$ cat src/rtl/dfp_addsub_seq.sv
// Digit-serial decimal floating-point add/subtract core.
// Aligns the smaller operand one BCD digit per cycle, then does one full-width BCD add/sub.
module dfp_addsub_seq #(
    parameter int              NDIG = 25,
    parameter int              EXPW = 12,
    parameter logic [EXPW-1:0] XINF = '1
) (
    input  logic                  clk,
    input  logic                  rst_n,
    input  logic                  ce,
    input  logic                  ld,
    input  logic [2:0]            rm,
    input  logic                  op,
    input  logic                  a_sign,
    input  logic                  b_sign,
    input  logic [EXPW-1:0]       a_exp,
    input  logic [EXPW-1:0]       b_exp,
    input  logic [NDIG*4-1:0]     a_sig,
    input  logic [NDIG*4-1:0]     b_sig,
    input  logic                  a_nan,
    input  logic                  b_nan,
    input  logic                  a_inf,
    input  logic                  b_inf,
    output logic                  busy,
    output logic                  done,
    output logic                  o_sign,
    output logic [EXPW-1:0]       o_exp,
    output logic [(NDIG+2)*4-1:0] o_sig,
    output logic                  o_sticky,
    output logic                  o_nan,
    output logic                  o_qnan,
    output logic                  o_inf
);
    localparam int              SW   = (NDIG+2)*4;
    localparam int              CW   = $clog2(NDIG+2);
    localparam logic [CW-1:0]   DMAX = CW'(NDIG+1);
    localparam logic [SW-1:0]   QSIG = {4'h0, 4'h9, {(NDIG-1){4'h0}}, 4'h0};

    typedef enum logic [2:0] {S_IDLE, S_CMP, S_ALIGN, S_ADD, S_DONE} state_t;
    state_t r_state, w_next;

    logic              r_op, r_as, r_bs, r_an, r_bn, r_ai, r_bi;
    logic [2:0]        r_rm;
    logic [EXPW-1:0]   r_ae, r_be, r_emax;
    logic [NDIG*4-1:0] r_asig, r_bsig;
    logic              r_realop, r_agtb, r_stk, r_zero;
    logic [CW-1:0]     r_cnt;
    logic [SW-1:0]     r_big, r_sml;
    logic              r_sign, r_sticky, r_nan, r_qnan, r_inf;
    logic [EXPW-1:0]   r_exp;
    logic [SW-1:0]     r_sig;

    logic              w_realop, w_agtb, w_special;
    logic [EXPW-1:0]   w_diff, w_emax;
    logic [CW-1:0]     w_d;
    logic [SW-1:0]     w_sum, w_dif;
    logic              w_c, w_bw;
    logic [4:0]        w_s, w_t;

    assign w_realop  = r_op ^ r_as ^ r_bs;
    assign w_agtb    = (r_ae > r_be) | ((r_ae == r_be) & (r_asig > r_bsig));
    assign w_diff    = (r_ae > r_be) ? (r_ae - r_be) : (r_be - r_ae);
    assign w_d       = (w_diff > EXPW'(NDIG+1)) ? DMAX : w_diff[CW-1:0];
    assign w_emax    = (r_ae > r_be) ? r_ae : r_be;
    assign w_special = r_an | r_bn | r_ai | r_bi;

    // Ripple BCD adder and subtractor over carry digit, NDIG digits and guard digit
    always_comb begin
        w_sum = '0;
        w_dif = '0;
        w_c   = 1'b0;
        w_bw  = 1'b0;
        w_s   = '0;
        w_t   = '0;
        for (int unsigned i = 0; i < NDIG+2; i++) begin
            w_s = {1'b0, r_big[i*4 +: 4]} + {1'b0, r_sml[i*4 +: 4]} + {4'b0, w_c};
            if (w_s > 5'd9) begin
                w_sum[i*4 +: 4] = 4'(w_s - 5'd10);
                w_c = 1'b1;
            end else begin
                w_sum[i*4 +: 4] = w_s[3:0];
                w_c = 1'b0;
            end
            w_t = {1'b0, r_big[i*4 +: 4]} - {1'b0, r_sml[i*4 +: 4]} - {4'b0, w_bw};
            if (w_t[4]) begin
                w_dif[i*4 +: 4] = 4'(w_t + 5'd10);
                w_bw = 1'b1;
            end else begin
                w_dif[i*4 +: 4] = w_t[3:0];
                w_bw = 1'b0;
            end
        end
    end

    always_ff @(posedge clk or negedge rst_n) begin
        if (!rst_n) r_state <= S_IDLE;
        else if (ce) r_state <= w_next;
    end

    always_comb begin
        w_next = r_state;
        case (r_state)
            S_IDLE:  if (ld) w_next = S_CMP;
            S_CMP:   w_next = w_special ? S_DONE : ((w_d == '0) ? S_ADD : S_ALIGN);
            S_ALIGN: if (r_cnt <= CW'(1)) w_next = S_ADD;
            S_ADD:   w_next = S_DONE;
            S_DONE:  w_next = S_IDLE;
            default: w_next = S_IDLE;
        endcase
    end

    always_comb begin
        busy = (r_state == S_CMP) | (r_state == S_ALIGN) | (r_state == S_ADD);
        done = (r_state == S_DONE);
    end

    always_ff @(posedge clk or negedge rst_n) begin
        if (!rst_n) begin
            {r_op, r_as, r_bs, r_an, r_bn, r_ai, r_bi} <= '0;
            r_rm <= '0; r_ae <= '0; r_be <= '0; r_asig <= '0; r_bsig <= '0;
            {r_realop, r_agtb, r_stk, r_zero} <= '0;
            r_cnt <= '0; r_big <= '0; r_sml <= '0; r_emax <= '0;
            {r_sign, r_sticky, r_nan, r_qnan, r_inf} <= '0;
            r_exp <= '0; r_sig <= '0;
        end else if (ce) begin
            case (r_state)
                S_IDLE: if (ld) begin
                    r_op <= op; r_rm <= rm; r_as <= a_sign; r_bs <= b_sign;
                    r_ae <= a_exp; r_be <= b_exp; r_asig <= a_sig; r_bsig <= b_sig;
                    r_an <= a_nan; r_bn <= b_nan; r_ai <= a_inf; r_bi <= b_inf;
                end
                S_CMP: begin
                    r_realop <= w_realop;
                    r_agtb   <= w_agtb;
                    r_cnt    <= w_d;
                    r_stk    <= 1'b0;
                    r_emax   <= w_emax;
                    r_zero   <= (w_realop & (r_ae == r_be) & (r_asig == r_bsig)) |
                                ((r_asig == '0) & (r_bsig == '0));
                    r_big    <= w_agtb ? {4'h0, r_asig, 4'h0} : {4'h0, r_bsig, 4'h0};
                    r_sml    <= w_agtb ? {4'h0, r_bsig, 4'h0} : {4'h0, r_asig, 4'h0};
                    if (w_special) begin
                        r_exp    <= w_emax;
                        r_sticky <= 1'b0;
                        r_nan    <= 1'b0;
                        r_qnan   <= 1'b0;
                        r_inf    <= 1'b0;
                        r_sig    <= '0;
                        if (r_an | r_bn) begin
                            r_nan  <= 1'b1;
                            r_sig  <= {4'h0, (r_an ? r_asig : r_bsig), 4'h0};
                            r_sign <= r_an ? r_as : r_bs;
                        end else if (r_ai & r_bi) begin
                            r_qnan <= w_realop;
                            r_inf  <= ~w_realop;
                            r_sig  <= w_realop ? QSIG : '0;
                            r_sign <= r_as;
                        end else begin
                            r_inf  <= 1'b1;
                            r_sign <= r_ai ? r_as : (r_bs ^ r_op);
                        end
                    end
                end
                S_ALIGN: begin
                    r_sml <= r_sml >> 4;
                    r_stk <= r_stk | (r_sml[3:0] != 4'h0);
                    r_cnt <= r_cnt - CW'(1);
                end
                S_ADD: begin
                    r_nan  <= 1'b0;
                    r_qnan <= 1'b0;
                    if (r_zero) begin
                        r_sig    <= '0;
                        r_exp    <= '0;
                        r_sticky <= 1'b0;
                        r_sign   <= (r_rm == 3'd3);
                        r_inf    <= 1'b0;
                    end else begin
                        r_sig    <= r_realop ? w_dif : w_sum;
                        r_exp    <= r_emax;
                        r_sticky <= r_stk;
                        r_sign   <= r_realop ? (r_agtb ? r_as : (r_bs ^ r_op)) : r_as;
                        r_inf    <= (r_emax == XINF);
                    end
                end
                default: ;
            endcase
        end
    end

    assign o_sign   = r_sign;
    assign o_exp    = r_exp;
    assign o_sig    = r_sig;
    assign o_sticky = r_sticky;
    assign o_nan    = r_nan;
    assign o_qnan   = r_qnan;
    assign o_inf    = r_inf;
endmodule
$ cat config.mk
export PLATFORM = sky130hd
export DESIGN_NAME = dfp_addsub_seq
export DESIGN_NICKNAME = d
export VERILOG_FILES = /design/src/rtl/dfp_addsub_seq.sv
export SDC_FILE = /design/constraint.sdc
export NUM_CORES = 2
export LEC_CHECK = 0
export BUFFER_PORTS_ARGS = -buffer_cell sky130_fd_sc_hd__buf_4
export CAP_MARGIN = 10
export CELL_PAD_IN_SITES_DETAIL_PLACEMENT = 0
export CELL_PAD_IN_SITES_GLOBAL_PLACEMENT = 1
export CORE_UTILIZATION = 49
export CTS_BUF_LIST = sky130_fd_sc_hd__clkbuf_2 sky130_fd_sc_hd__clkbuf_4 sky130_fd_sc_hd__clkbuf_8
export DETAILED_ROUTE_END_ITERATION = 6
export PLACE_DENSITY_LB_ADDON = 0.1
export SLEW_MARGIN = 10
export SYNTH_ARGS = -nofsm -noshare
export SYNTH_HDL_FRONTEND = slang
export SYNTH_SLANG_ARGS = --single-unit
$ cat constraint.sdc
create_clock -name clk -period 51.7 [get_ports clk]
set_input_delay 10.34 -clock clk [delete_from_list [all_inputs] [get_ports clk]]
set_output_delay 10.34 -clock clk [all_outputs]
set_load 0.005 [all_outputs]
==> flow_summary.toml <==
[outcome]
status = "finished clean"

[critical_path]
critPathLaunch = "r_sml[1]$_DFFE_PN0P_"
startpoint_type = "flop"
cp_num_buf_inv = 51
arrival_ns = 45.42
critPathMostFrequentCell = "inv_1"
regToRegStartpoint = "r_sml[1]$_DFFE_PN0P_"
crit_family = "adder cells"
crit_slowest_cell = "fa_1"
crit_path_max_fanout = 6
worstSetupPathType = "reg -> reg"
worstSetupEndpointType = "flop"
critPathRequiredTime_ns = 52.30
cp_slowest_stage_delay_ns = 0.54

[route]
num_vias = 36600
drc = 0
dr.pass1.iters = 5
vias_per_cell = 6.00
wl_per_cell_um = 23.3
antenna_left = 0
drt-initial-drc-count = 3140
routed_wl_um = 142000

[floorplan]
fp.dieW_um = 299
initial_utilization = 0.496
fp-row-count = 108
die-area_mm2 = 0.0893
ioPinCount = 365
die_y_um = 299
core_area_mm2 = 0.0870

[worst_hold_path]
hp-start = "r_emax[10]$_DFFE_PN0P_"
hold_path.class = "reg -> reg"

[cts]
clk_pin_slew_ns = 0.06
post_cts_buffers = 0
cts.repair.resized = 0
root_buffer = "clkbuf_8"
cts.sinks = 585
cts-htree-levels = 3
cts_tree = "yes"
ctsHoldBuffers = 0
cts_buffers = 110
clk_path_buf_depth = 3
clock_latency_ns = 0.79

[global_routing]
grt_pass1_vias = 35800
grt_pass1_wl_um = 219000
use_met3 = 0.0465
grt_max_degree = 160
met1_usage = 0.458
antenna_found_initial = 2
grt.busiest_layer = "met2"
grt.total_usage = 0.316
overflow = 0
grtUsageMet2 = 0.479

[timing]
fmax_mhz = 22.3
finalMaxSlewViolations = 0
worstMarginPinSlew_ns = 1.18
hold_viol = 0
skew_ns = 0.0371
max_slew_margin = 0.215
setup_violations = 0
rsz0062_at_grt = "no"
period_share = 0.867
tns_ns = 0
finalCriticalPeriod_ns = 44.82

[logic_synthesis]
synth_compound_area_frac = 0.188
synthesis.area_mm2 = 0.0432
synth_edf_count = 0
synth.distinct_cells = 69
synth-simple-area-share = 0.0952
synth.area.mux_share = 0.104
yosys_warnings = 0
ys_ff_latch = 585
seq_area_frac_synth = 0.339
synthAdderAreaFrac = 0.153
synth_top_family_by_area = "compound AO/OA/AOI/OAI gates"
ys.flop_type = "dfrtp_1"
synth.avg_cell_area_um2 = 9.41
synth-xor-area-share = 0.0532
synthCells = 4585
synthArstFlopShare = 1.00

[cells_and_area]
fin_cells = 6092
layout-area-overhead-vs-synth_pct = 14.4
fillers = 7906
layout.nets = 5563
layout-drive-gt1-share = 0.199

[placement]
port_buffers = 362
dp_hpwl_um = 96200
dp.cells = 5885
gp_congestion = 0.886

[run]
drv_cap = 0
==> cells by family after synthesis <==
kind of cell / count (synthesis)
AOI/OAI and AO/OA: 1183
and+or+nand+nor: 907
buffers and inverters: 746
adders and majority gates: 483
other: 1
DFF: 585
muxes: 418
xor gates and xnor gates: 262
==> sequential cells by signal, indices dropped and copies added (netlist names), 100 cells and up <==
signal / count
r_asig: 100
r_big: 100
r_bsig: 100
o_sig: 106
r_sml: 104
==> placed cells by master, fill, tap and decap left out, types with 13 or more instances in the layout <==
cell type  count
o21a_1        27
a221oi_2      15
a21oi_1      323
fa_1          77
nand3_1       65
nor2_1       251
o21ai_0      325
a21o_1        13
mux2_2       234
o221ai_1     174
mux2i_1      184
o22ai_1       28
o221a_2      100
xnor2_1      180
nand2_1      345
o21bai_1      27
clkbuf_4      24
a221oi_1      85
and2_1        26
buf_4        397
inv_1        489
clkinv_2      23
nor3_1        15
dfrtp_1      583
xor2_1        82
nor4_1        58
clkbuf_8     140
ha_1         406
nand4_1       38
or3_1         55
bufinv_16     13
==> Yosys cell counts (28+ instances only) <==
cell | instances | area share
ha_1 | 406 | 0.12
xnor2_1 | 180 | 0.037
mux2_2 | 234 | 0.061
o221a_2 | 100 | 0.026
xor2_1 | 82 | 0.017
nand2_1 | 349 | 0.030
inv_1 | 489 | 0.043
o221ai_1 | 174 | 0.035
mux2i_1 | 184 | 0.043
or3_1 | 57 | 0.0083
nor4_1 | 59 | 0.0086
clkbuf_1 | 215 | 0.019
o22ai_1 | 28 | 0.0041
nand3_1 | 66 | 0.0077
fa_1 | 77 | 0.036
nand4_1 | 38 | 0.0055
o21ai_0 | 325 | 0.038
nor2_1 | 253 | 0.022
a21oi_1 | 323 | 0.037
dfrtp_1 | 585 | 0.34
a221oi_1 | 85 | 0.017
==> layout make-up <==
type                            count  area, µm²  share of cell area
Antenna cell                        2       5.00            0.000101
Clock buffer                      164       2110              0.0427
Clock inverter                     41        556              0.0113
Inverter                          489       1840              0.0372
Multi-Input combinational cell   3255      25700               0.521
Sequential cell                   585      14600               0.297
Tap cell                         1155       1450              0.0293
Timing Repair Buffer              401       3060              0.0619
==> layer usage <==
metal | up-vias | wire length (µm)
li1 | 16900 | -
met1 | 18200 | 65400
met2 | 1282 | 62700
met3 | 235 | 9130
met4 | 0 | 4860
met5 | - | 0
==> worst reg2reg max path, delay by kind of cell, from the launching register on <==
family | cells | cell delay, ns
AO/OA/AOI/OAI | 52 | 9.03
XOR/XNOR | 25 | 6.15
adder cells (fa/ha/maj) | 51 | 17.55
buffers and inverters | 51 | 4.18
flip-flops | 1 | 0.39
multiplexers | 1 | 0.24
AND/OR/NAND/NOR | 52 | 7.13
==> metrics by stage <==
step                hold WS (ns)  setup slack, ns   util  area, µm²
floorplan                  0.442            10.66      -      43200
global placement           0.456             7.98  0.537      46700
detailed placement         0.462             6.94  0.537      46700
CTS                        0.476             6.73  0.567      49400
global route               0.507             2.75  0.567      49400
finish                     0.472             6.88  0.567      49400
==> worst paths after layout <==
kind | end | slack, ns | cells past startpoint
worst max register to register | o_sig[102]$_DFFE_PN0P_ | 6.88 | 232
worst min register to register | r_emax[10]$_DFFE_PN0P_ | 0.47 | 2
min in group asynchronous | r_ae[6]$_DFFE_PN0P_ | 9.54 | 1
worst max-delay path | o_sig[102]$_DFFE_PN0P_ | 6.88 | 232
max in group asynchronous | r_an$_DFFE_PN0P_ | 39.14 | 4
worst min-delay path | r_emax[10]$_DFFE_PN0P_ | 0.47 | 2
Power is left out: the tool's default activity adds up to more than one toggle a clock period on the data nets, which glitch-free logic cannot reach.
